## config.mk

```make
export PLATFORM = sky130hd
export DESIGN_NAME = inst_fetch
export DESIGN_NICKNAME = d
export VERILOG_FILES = /design/src/rtl/inst_fetch.sv
export SDC_FILE = /design/constraint.sdc
export NUM_CORES = 1
export LEC_CHECK = 0
export CAP_MARGIN = 20
export CORE_UTILIZATION = 51
export DETAILED_ROUTE_END_ITERATION = 8
export HOLD_SLACK_MARGIN = 0.03
export PLACE_DENSITY = 0.8
export RECOVER_POWER = 50
export SLEW_MARGIN = 15
export SYNTH_ARGS = -nofsm -noshare
export SYNTH_HDL_FRONTEND = slang
export SYNTH_SLANG_ARGS = --single-unit
```

## constraint.sdc

```tcl
create_clock -name clk -period 2.9 [get_ports clk]
set_clock_uncertainty 0.05 [all_clocks]
set_input_delay 0.29 -clock clk [delete_from_list [all_inputs] [get_ports clk]]
set_output_delay 0.29 -clock clk [all_outputs]
set_load 0.02 [all_outputs]
```

## src/rtl/inst_fetch.sv

```systemverilog
// -----------------------------------------------------------------------------
// inst_fetch : instruction fetch stage
//
// Owns the program counter, fetches one INST_W-bit word at a time from
// instruction memory and presents it to decode. Only one memory request is
// ever outstanding. A one-entry skid buffer catches a response that lands
// while decode is stalled, and a redirect (branch/jump) flushes everything
// and discards any response still in flight.
//
// Ports
//   clk, rst            clock, synchronous active-high reset
//   imem_req_o          fetch request valid (REQ state only)
//   imem_addr_o         word address of the request (the current pc)
//   imem_gnt_i          request accepted when imem_req_o & imem_gnt_i
//   imem_rvalid_i       response valid, in order, >= 1 cycle after grant
//   imem_rdata_i        response instruction word
//   id_stall_i          decode cannot take the presented instruction
//   branch_en_i         one-cycle redirect pulse
//   branch_target_i     redirect pc
//   if_valid_o          if_pc_o/if_inst_o carry a real instruction
//   if_pc_o             fetch address of the presented instruction
//   if_inst_o           presented instruction, 0 (NOP) when not valid
//
// Handshakes
//   Memory side: a request transfers on a cycle where imem_req_o and
//   imem_gnt_i are both high; imem_addr_o may change while ungranted.
//   The response needs no ready: it is accepted on any cycle imem_rvalid_i
//   is high while a fetch is outstanding.
//   Decode side: an instruction is taken on a cycle where if_valid_o is high
//   and id_stall_i is low; while id_stall_i is high the outputs hold.
// -----------------------------------------------------------------------------
module inst_fetch #(
  parameter int                ADDR_W   = 16,
  parameter int                INST_W   = 16,
  parameter logic [ADDR_W-1:0] RESET_PC = 16'h0000
) (
  input  logic              clk,
  input  logic              rst,
  output logic              imem_req_o,
  output logic [ADDR_W-1:0] imem_addr_o,
  input  logic              imem_gnt_i,
  input  logic              imem_rvalid_i,
  input  logic [INST_W-1:0] imem_rdata_i,
  input  logic              id_stall_i,
  input  logic              branch_en_i,
  input  logic [ADDR_W-1:0] branch_target_i,
  output logic              if_valid_o,
  output logic [ADDR_W-1:0] if_pc_o,
  output logic [INST_W-1:0] if_inst_o
);

  // IDLE : one cycle after reset
  // REQ  : request pc, wait for grant
  // WAIT : one fetch outstanding, or (skid full) holding off new requests
  // DROP : one fetch outstanding whose response must be thrown away
  typedef enum logic [1:0] {
    IDLE = 2'd0,
    REQ  = 2'd1,
    WAIT = 2'd2,
    DROP = 2'd3
  } state_e;

  state_e            state_q,     state_d;
  logic [ADDR_W-1:0] pc_q,        pc_d;
  logic [ADDR_W-1:0] fetch_pc_q,  fetch_pc_d;   // address of the outstanding fetch

  // Output slot (what decode sees)
  logic              slot_v_q,    slot_v_d;
  logic [ADDR_W-1:0] slot_pc_q,   slot_pc_d;
  logic [INST_W-1:0] slot_inst_q, slot_inst_d;

  // Skid buffer
  logic              skid_v_q,    skid_v_d;
  logic [ADDR_W-1:0] skid_pc_q,   skid_pc_d;
  logic [INST_W-1:0] skid_inst_q, skid_inst_d;

  logic consumed;
  logic slot_free;
  logic rsp_take;

  assign consumed  = slot_v_q & ~id_stall_i;
  assign slot_free = ~slot_v_q | consumed;

  // A response is only real in WAIT with the skid empty: with the skid full
  // WAIT is just holding off requests and nothing is outstanding.
  assign rsp_take  = (state_q == WAIT) & imem_rvalid_i & ~skid_v_q;

  // ---------------------------------------------------------------------------
  // Slot / skid routing
  // ---------------------------------------------------------------------------
  always_comb begin
    slot_v_d    = slot_v_q;
    slot_pc_d   = slot_pc_q;
    slot_inst_d = slot_inst_q;
    skid_v_d    = skid_v_q;
    skid_pc_d   = skid_pc_q;
    skid_inst_d = skid_inst_q;

    if (branch_en_i) begin
      // Redirect flushes both entries regardless of id_stall; if_pc is left
      // alone because it is meaningless while if_valid is low.
      slot_v_d    = 1'b0;
      slot_inst_d = '0;
      skid_v_d    = 1'b0;
    end else if (slot_free) begin
      if (skid_v_q) begin
        // Older word first. No response can coincide: no request was made
        // while the skid was full.
        slot_v_d    = 1'b1;
        slot_pc_d   = skid_pc_q;
        slot_inst_d = skid_inst_q;
        skid_v_d    = 1'b0;
      end else if (rsp_take) begin
        slot_v_d    = 1'b1;
        slot_pc_d   = fetch_pc_q;
        slot_inst_d = imem_rdata_i;
      end else if (consumed) begin
        slot_v_d    = 1'b0;
        slot_inst_d = '0;
      end
    end else if (rsp_take) begin
      // Slot is full and decode is stalled: park the response.
      skid_v_d    = 1'b1;
      skid_pc_d   = fetch_pc_q;
      skid_inst_d = imem_rdata_i;
    end
  end

  // ---------------------------------------------------------------------------
  // FSM next state, pc and memory request
  // ---------------------------------------------------------------------------
  always_comb begin
    state_d     = state_q;
    pc_d        = pc_q;
    fetch_pc_d  = fetch_pc_q;
    imem_req_o  = 1'b0;
    imem_addr_o = pc_q;

    unique case (state_q)
      IDLE: begin
        state_d = REQ;
        if (branch_en_i) pc_d = branch_target_i;
      end

      REQ: begin
        imem_req_o = 1'b1;
        if (branch_en_i) begin
          pc_d = branch_target_i;
          // A grant this cycle fetched the old pc; its answer is stale.
          if (imem_gnt_i) state_d = DROP;
        end else if (imem_gnt_i) begin
          fetch_pc_d = pc_q;
          pc_d       = pc_q + ADDR_W'(1);
          state_d    = WAIT;
        end
      end

      WAIT: begin
        if (branch_en_i) begin
          pc_d = branch_target_i;
          // Nothing left in flight if the response is here now or if we were
          // only holding for the skid; otherwise the answer must be dropped.
          state_d = (imem_rvalid_i | skid_v_q) ? REQ : DROP;
        end else if (skid_v_q | imem_rvalid_i) begin
          // Request again only once the skid is empty after this cycle.
          state_d = skid_v_d ? WAIT : REQ;
        end
      end

      DROP: begin
        if (branch_en_i)   pc_d    = branch_target_i;
        if (imem_rvalid_i) state_d = REQ;
      end

      default: state_d = IDLE;
    endcase
  end

  // ---------------------------------------------------------------------------
  // State registers
  // ---------------------------------------------------------------------------
  always_ff @(posedge clk) begin
    if (rst) begin
      state_q     <= IDLE;
      pc_q        <= RESET_PC;
      fetch_pc_q  <= RESET_PC;
      slot_v_q    <= 1'b0;
      slot_pc_q   <= '0;
      slot_inst_q <= '0;
      skid_v_q    <= 1'b0;
      skid_pc_q   <= '0;
      skid_inst_q <= '0;
    end else begin
      state_q     <= state_d;
      pc_q        <= pc_d;
      fetch_pc_q  <= fetch_pc_d;
      slot_v_q    <= slot_v_d;
      slot_pc_q   <= slot_pc_d;
      slot_inst_q <= slot_inst_d;
      skid_v_q    <= skid_v_d;
      skid_pc_q   <= skid_pc_d;
      skid_inst_q <= skid_inst_d;
    end
  end

  assign if_valid_o = slot_v_q;
  assign if_pc_o    = slot_pc_q;
  assign if_inst_o  = slot_inst_q;

endmodule
```

==> flow_summary.toml, run 1 <==
[critical_path]
crit_path_max_fanout = 10
crit_start = "state_q[1]"
cp_data_arrival_time_ns = 2.74
critical_path_class = "reg2reg"
crit_required_ns = 3.11
r2r_start = "state_q[1]"
start_kind = "register"
cp-end-kind = "register"

[synthesis]
synth_area_leaders = "dfxtp_1 48%, nand2_1 9.5%, a211oi_1 8.1%"
synth_top_cell_by_area = "dfxtp_1"
yosys.area.top_type_share = 0.480
synth_area_um2 = 4170
synth_common_cells = "106 x nand2_1, 100 x dfxtp_1, 50 x a21oi_1, 49 x nor2_1, 45 x a211oi_1"
synthesis.nets = 541
ys_seq_area_frac = 0.480
synth_cell_types = 42
synthMostInstantiatedCell = "nand2_1"
synth_ff_type = "dfxtp_1"
synthCells = 498
synthArstFlopShare = 0
synth-seq-cells = 100
syn_area_per_cell_um2 = 8.37
synth_enable_flop_cells = 0
yosysWarnings = 0

[sta]
maxSlewHeadroom = 0.341
clock.fmax_mhz = 396
min_period_over_period = 0.872
rsz0062_at_grt = "no"
worst_pin_slew_ns = 0.989
maxSlewViolCount = 0
min_period_ns = 2.53
tns_ns = 0
final-hold-violation-count = 0
finalSetupViolCount = 0
holdWs_ns = 0.204

[detailed_routing]
dr_wl_met3_um = 553
via_count = 3684
routedWlPerCell_um = 14.1
maxUsedRoutingLayer = "met4"
wl_met2_mm = 4.45
drtAntennaViolNets = 0
met1_length_mm = 4.37
avgViaCountPerCell = 5.49
drt_first_iter_violations = 194
wl_mm = 9.46
first_pass_iters = 4
drcViolationCount = 0

[status]
status = "completed"

[global_route]
grt_antenna_before_repair = 0
grt.total_usage = 0.230
grt_start_max_net_pins = 75
grt_pass1_wl_mm = 15.9
grt.overflow.total = 0
grt_pass1_vias = 3375

[clock_tree]
clock_sinks = 100
cts_setup_buffers = 0
root_buffer = "clkbuf_8"
cts_hold_buffers = 0
worstSkewPairLatency_ns = 0.35
cts_resized = 0
cts-htree-levels = 3
cts_buffers = 9
cts_tree = "built"
path_clk_slew_ns = 0.09
clockBufferDepth = 2

[floorplanning]
rows = 32
io-pin-count = 88
initial_utilization = 0.534
dieArea_um2 = 8540
core_um2 = 7810
die_h_um = 92.4
die_w_um = 92.4

[pwr]
p_leak_uw = 0.00177
ir_worst_vdd_v = 0.000295
finalPower_uw = 2760
p_per_area_nw_per_um2 = 524

[place]
hpwl_mm = 6.55
gp_congestion = 0.870
port_buffers = 87

[finish]
syn2layout_area_growth_pct = 26.2
nNetsFinal = 607
fill_cells = 679
diodes = 0
drive_gt1_frac = 0.0510

[worst_hold_path]
hold_start = "rst"
hp-class = "in2reg"

[flow_run]
maxCapViolCount = 0
report_power, final:
group          switching, uW  leakage [uW]  internal [uW]  total [uW]
Clock                    455     0.0000959            425         879
Combinational            229      0.000862            179         408
Sequential              50.5      0.000810           1420        1470
final timing paths:
check                                        to  slack, ns  cells after the start
worst max register to register  imem_addr_o[15]       0.37                      6
worst max-delay path            imem_addr_o[15]       0.37                      6
worst min-delay path             skid_inst_q[7]       0.20                      2
worst min register to register     skid_pc_q[6]       0.41                      2
final cells by class:
cell class	instances	area (um^2)	share of cell area
tap	102	128	0.0243
multi-input combinational	351	1990	0.378
timing repair buffer	95	915	0.174
sequential	100	2000	0.381
clock buffer	11	141	0.0269
clock inverter	5	58.8	0.0112
inverter	7	26.3	0.00500
critical path, cell delays in order, from the launching register on:
cell and delay, ns:
dfxtp_1 0.39, inv_1 0.08, ha_1 0.26, nor2b_1 0.24
or4b_1 0.66, or4_1 0.52, a311oi_1 0.25
per-stage QoR:
stage	cell area [um^2]	utilization	instances	worst slack (ns)
detailed placement	5080	0.650	655	0.377
finish	5260	0.674	671	0.372
global placement	5080	0.650	655	0.439
global route	5260	0.674	671	0.202
floorplan	4170	-	498	0.456
CTS	5280	0.676	671	0.433
registers in the layout, indices dropped and copies added (netlist names):
register     count
fetch_pc_q      16
if_inst_o       16
if_pc_o         16
if_valid_o       1
imem_addr_o     16
skid_inst_q     16
skid_pc_q       16
skid_v_q         1
state_q          2
cell families after synthesis:
logic type	after synthesis	synth area share
XOR/XNOR	7	0.0147
buffers and inverters	47	0.0444
AO/OA/AOI/OAI	129	0.201
multiplexers	18	0.0432
AND/OR/NAND/NOR	192	0.201
adder cells (fa/ha/maj)	5	0.0150
flip-flops	100	0.480
metal layers:
layer | track usage | up-vias
li1 | - | 1878
met5 | 0 | -
met2 | 0.380 | 115
met4 | 0.0807 | 0
met3 | 0.0353 | 6
met1 | 0.306 | 1685
placed cells by master (no fill, tap or decap), types with 2 or more instances in the layout:
cell type	instances
nand2_1	106
mux2i_1	17
dlygate4sd3_1	50
and4_1	3
xor2_1	2
nor4_1	2
or3_1	4
dfxtp_1	100
and3b_1	2
clkdlybuf4s50_1	36
nand3_1	4
nor3_1	4
clkbuf_2	3
inv_1	7
xnor2_1	5
a2111oi_0	2
clkinvlp_4	2
ha_1	5
o21ai_0	6
clkbuf_8	10
a311oi_1	6
and2_0	2
buf_4	4
clkbuf_1	2
nand4_1	5
a211oi_1	44
nor2_1	49
a21oi_1	50
a22oi_1	16
Note: power is estimated with default switching activity, not from simulation.
==> run 2: changes to the inputs <==
Settings changed: HOLD_SLACK_MARGIN 0.03 to 0.02, PLACE_DENSITY 0.8 to not set, PLACE_DENSITY_LB_ADDON set to 0.12.
==> run 2 against run 1 <==
Non-clock buffer count rose by 2. Utilization up 0.96 points. Cell count up 0.30%. Cell area is 1.4% higher. Setup slack improved by 0.065 ns. Maximum frequency up 2.7%. Wire length fell by 0.27%. Critical path depth unchanged. Highest routed layer unchanged. Combinational power rose by 2%. Register-to-register slack better by 0.07 ns. First-iteration DRC count shrank 1.5%.
==> flow_summary.toml, run 2 (synthesized netlist as in run 1, its figures left out) <==
[pwr]
p_switching_uw = 744
ir_worst_vdd_v = 0.000370
power_frac_comb = 0.141
p_leak_uw = 0.00181
p_clk_frac = 0.361
p_int_uw = 2210
swShare = 0.252
seq_power_share = 0.498
p_per_area_nw_per_um2 = 553

[finish]
fin_util = 0.683
fill_cells = 669
final_cell_mix = "106 x nand2_1, 100 x dfxtp_1, 50 x a21oi_1, 50 x dlygate4sd3_1, 49 x nor2_1"
seqCellArea_um2 = 2000
multi_input_area_um2 = 2000
nNetsFinal = 609
drive_gt1_frac = 0.0543
syn2layout_area_growth_pct = 28.0
diodes = 0
layout_commonest_cell = "nand2_1"

[floorplanning]
io-pin-count = 88
rows = 32
die_h_um = 92.4
core_um2 = 7810
initial_utilization = 0.534
die_w_um = 92.4
dieArea_um2 = 8540

[clock_tree]
cts-htree-levels = 3
cts_tree = "built"
cts_hold_buffers = 0
cts_buffers = 9
cts_resized = 0
clockBufferDepth = 2
worstSkewPairLatency_ns = 0.35
cts_setup_buffers = 0
root_buffer = "clkbuf_8"
path_clk_slew_ns = 0.09
clock_sinks = 100

[critical_path]
critPathMaxStageDelay_ns = 0.66
crit_path_cell_trace = "inv_1 > ha_1 > nor2b_4 > or4b_1 > or4_1 > a311oi_1"
crit_required_ns = 3.11
worstRegToRegCells = 6
critical_path_class = "reg2reg"
critPathCapture = "imem_addr_o[15]"
crit_buf_inv = 1
crit_start = "state_q[1]"
crit_path_max_fanout = 10
path_depth = 6
worstReg2RegEnd = "imem_addr_o[15]"
critPathTopFamily = "simple AND/OR/NAND/NOR gates"
worst-r2r-setup-slack_ns = 0.44
cp_data_arrival_time_ns = 2.68
r2r_start = "state_q[1]"
crit_path_top_delay_cell = "or4b_1"
cp-end-kind = "register"
start_kind = "register"

[detailed_routing]
routedWlPerCell_um = 14.0
via_count = 3723
drt_first_iter_violations = 191
avgViaCountPerCell = 5.53
drcViolationCount = 0
first_pass_iters = 4
dr_wl_met3_um = 455
drtAntennaViolNets = 0
met1_length_mm = 4.70
maxUsedRoutingLayer = "met4"
wl_mm = 9.44
wl_met2_mm = 4.17

[global_route]
grt_pass1_vias = 3310
grt_antenna_before_repair = 0
grt_start_max_net_pins = 40
grt_pass1_wl_mm = 15.9
grt.total_usage = 0.231
grt.overflow.total = 0

[sta]
final-hold-violation-count = 0
finalSetupViolCount = 0
min_period_over_period = 0.849
rsz0062_at_grt = "no"
worst_pin_slew_ns = 0.616
maxSlewHeadroom = 0.589
clock.fmax_mhz = 406
maxSlewViolCount = 0
min_period_ns = 2.46
tns_ns = 0

[flow_run]
maxCapViolCount = 0

[place]
hpwl_mm = 6.54
gp_congestion = 0.917
port_buffers = 87

[worst_hold_path]
hp-class = "in2reg"

[status]
status = "completed"
## run 2: cell types whose count changed in the layout (fill, tap and decap cells not counted), sizes merged
cell and change:
buf +4, bufinv +2, clkbuf -2, clkinvlp -2
## run 2: area by class of cell
| class | count | area share |
|---|---|---|
| clock inverter | 5 | 0.0202 |
| inverter | 7 | 0.00492 |
| timing repair buffer | 97 | 0.175 |
| multi-input combinational | 351 | 0.374 |
| sequential | 100 | 0.375 |
| clock buffer | 11 | 0.0265 |
| tap | 102 | 0.0239 |
## run 2: worst min-delay path by stage
stage / startpoint / to / slack [ns] / depth (start not counted)
after detailed placement: skid_pc_q[6] / skid_pc_q[6] / 0.40 / 2
after global routing: rst / skid_pc_q[2] / 0.35 / 2
after floorplan: imem_rdata_i[0] / skid_inst_q[0] / 0.38 / 2
after global placement: skid_pc_q[4] / skid_pc_q[4] / 0.39 / 2
final: rst / fetch_pc_q[3] / 0.36 / 2
after CTS: rst / fetch_pc_q[3] / 0.34 / 2
## run 2: metrics by stage
step	total power (uW)	hold slack (ns)	instance area [um^2]	instances	setup WS, ns
final	2950	0.357	5340	673	0.437
after global routing	3090	0.348	5340	673	0.328
after CTS	2980	0.341	5340	673	0.447
after detailed placement	1930	0.397	5090	657	0.393
after global placement	1920	0.391	5090	657	0.473
after floorplan	1750	0.376	4170	498	0.456
## run 2: power by group through the flow
| stage | combinational, uW | sequential (uW) | clock, uW |
|---|---|---|---|
| after floorplan | 221 | 1530 | 0 |
| after global placement | 421 | 1500 | 0 |
| after detailed placement | 428 | 1500 | 0 |
| after CTS | 431 | 1470 | 1080 |
| after global routing | 459 | 1480 | 1150 |
| final | 417 | 1470 | 1070 |
## run 2: routing by layer
metal | GRT usage | vias to the layer above
li1 | - | 1883
met1 | 0.338 | 1730
met2 | 0.346 | 102
met3 | 0.0435 | 8
met4 | 0.0638 | 0
met5 | 0 | -
==> run 3: changes to the inputs <==
Clock period 2.9 ns to 2.4 ns, I/O delays scaled along.
==> run 3 against run 2 <==
Die area is the same. Clock-buffer cell count fell by 2. Hold slack worse by 0.0055 ns. Sequential cell count stayed put. Critical path type unchanged. Sequential share of layout area is 0.27 points higher.
==> flow_summary.toml, run 3 (synthesized netlist as in run 1, its figures left out) <==
[status]
status = "completed"

[clock_tree]
clockBufferDepth = 2
worstSkewPairLatency_ns = 0.36
cts_tree = "built"
cts_resized = 0
clock_sinks = 100
cts_hold_buffers = 0
cts-htree-levels = 3
cts_setup_buffers = 0
cts_buffers = 9
root_buffer = "clkbuf_8"
path_clk_slew_ns = 0.10

[critical_path]
crit_start = "state_q[1]"
critPathTopFamily = "simple AND/OR/NAND/NOR gates"
r2r_start = "state_q[1]"
critPathMaxStageDelay_ns = 0.56
crit_path_max_fanout = 7
cp_data_arrival_time_ns = 2.51
start_kind = "register"
cp-end-kind = "register"
crit_path_cell_trace = "inv_1 > ha_2 > nor2b_1 > or4b_4 > or4_1 > a311oi_1"
crit_required_ns = 2.62
path_depth = 6
worstRegToRegCells = 6
crit_path_top_delay_cell = "or4b_4"
crit_buf_inv = 1
critical_path_class = "reg2reg"

[detailed_routing]
drt_first_iter_violations = 218
drcViolationCount = 0
drtAntennaViolNets = 0
via_count = 3707
routedWlPerCell_um = 14.2
avgViaCountPerCell = 5.48
wl_mm = 9.64
first_pass_iters = 4

[floorplanning]
die_h_um = 92.4
die_w_um = 92.4
rows = 32
initial_utilization = 0.534
dieArea_um2 = 8540
io-pin-count = 88
core_um2 = 7810

[place]
hpwl_mm = 6.64
gp_congestion = 0.836
port_buffers = 87
place_inst = 661

[worst_hold_path]
hp-class = "in2reg"
hold_depth = 2
hold_start = "rst"

[finish]
syn2layout_area_growth_pct = 27.1
diodes = 0
drive_gt1_frac = 0.0661
nNetsFinal = 613
final_cells = 677
layout_commonest_cell = "nand2_1"
final_cell_mix = "106 x nand2_1, 100 x dfxtp_1, 50 x a21oi_1, 49 x nor2_1, 49 x dlygate4sd3_1"

[sta]
maxSlewViolCount = 0
maxSlewHeadroom = 0.580
rsz0062_at_grt = "no"
min_period_ns = 2.28
clock.fmax_mhz = 438
finalSetupViolCount = 0
min_period_over_period = 0.951
final-hold-violation-count = 0
worst_pin_slew_ns = 0.630

[pwr]
p_leak_uw = 0.00180
finalPower_uw = 3290
p_per_area_nw_per_um2 = 621
ir_worst_vdd_v = 0.000515

[global_route]
grt.overflow.total = 0
grt_pass1_wl_mm = 15.8
grt_antenna_before_repair = 0
grt_start_max_net_pins = 36
grt.total_usage = 0.233
grt_pass1_vias = 3231

[flow_run]
maxCapViolCount = 0
-- run 3: cell types whose count changed in the layout (fill, tap and decap cells not counted), sizes merged --
cell           previous run  this run
clkinv                    1         2
buf                       9        13
bufinv                    3         0
inv                       8        11
clkdlybuf4s50            36        37
clkbuf                   13        11
clkinvlp                  0         1
dlygate4sd3              50        49
-- run 3: layer usage --
metal,wire (um),share of wire,vias to the layer above,global-route usage
met5,0,0,-,0
met4,154,0.016,0,0.0938
met3,541,0.056,15,0.0460
met2,4190,0.43,93,0.338
met1,4750,0.49,1698,0.336
li1,-,-,1901,-
-- run 3: layout make-up --
class / instances / area [um^2]
Multi-Input combinational cell: 351 / 2000
Timing Repair Buffer: 101 / 965
Fill cell: 673 / 2510
Clock inverter: 7 / 56.3
Tap cell: 102 / 128
Sequential cell: 100 / 2000
Clock buffer: 9 / 124
Inverter: 7 / 26.3
-- run 3: final timing paths --
kind | to | slack [ns]
worst max-delay path | imem_addr_o[15] | 0.12
worst max register to register | imem_addr_o[15] | 0.12
worst min-delay path | skid_pc_q[5] | 0.35
worst min register to register | skid_pc_q[13] | 0.41
-- run 3: metrics by stage --
step           instance area [um^2]  worst slack, ns  hold slack, ns  setup TNS, ns   util
3_5_place_dp                   5130         -0.00102           0.396       -0.00102  0.657
3_3_place_gp                   5130           0.0620           0.391              0  0.657
2_1_floorplan                  4170           0.0464           0.326              0      -
4_1_cts                        5310           0.0577           0.344              0  0.680
5_1_grt                        5300           0.0251           0.370              0  0.678
6_report                       5300            0.117           0.351              0  0.678
-- run 3: power breakdown --
group | switching [uW] | leakage, uW | total (uW) | internal [uW]
clock network | 611 | 0.0000910 | 1000 | 392
registers | 57.9 | 0.000810 | 1770 | 1710
logic | 285 | 0.000894 | 510 | 226
-- run 3: worst register-to-register path: stages (launching register included) --
cell,delay [ns]
dfxtp_1,0.40
inv_1,0.08
ha_2,0.21
nor2b_1,0.16
or4b_4,0.56
or4_1,0.48
a311oi_1,0.25
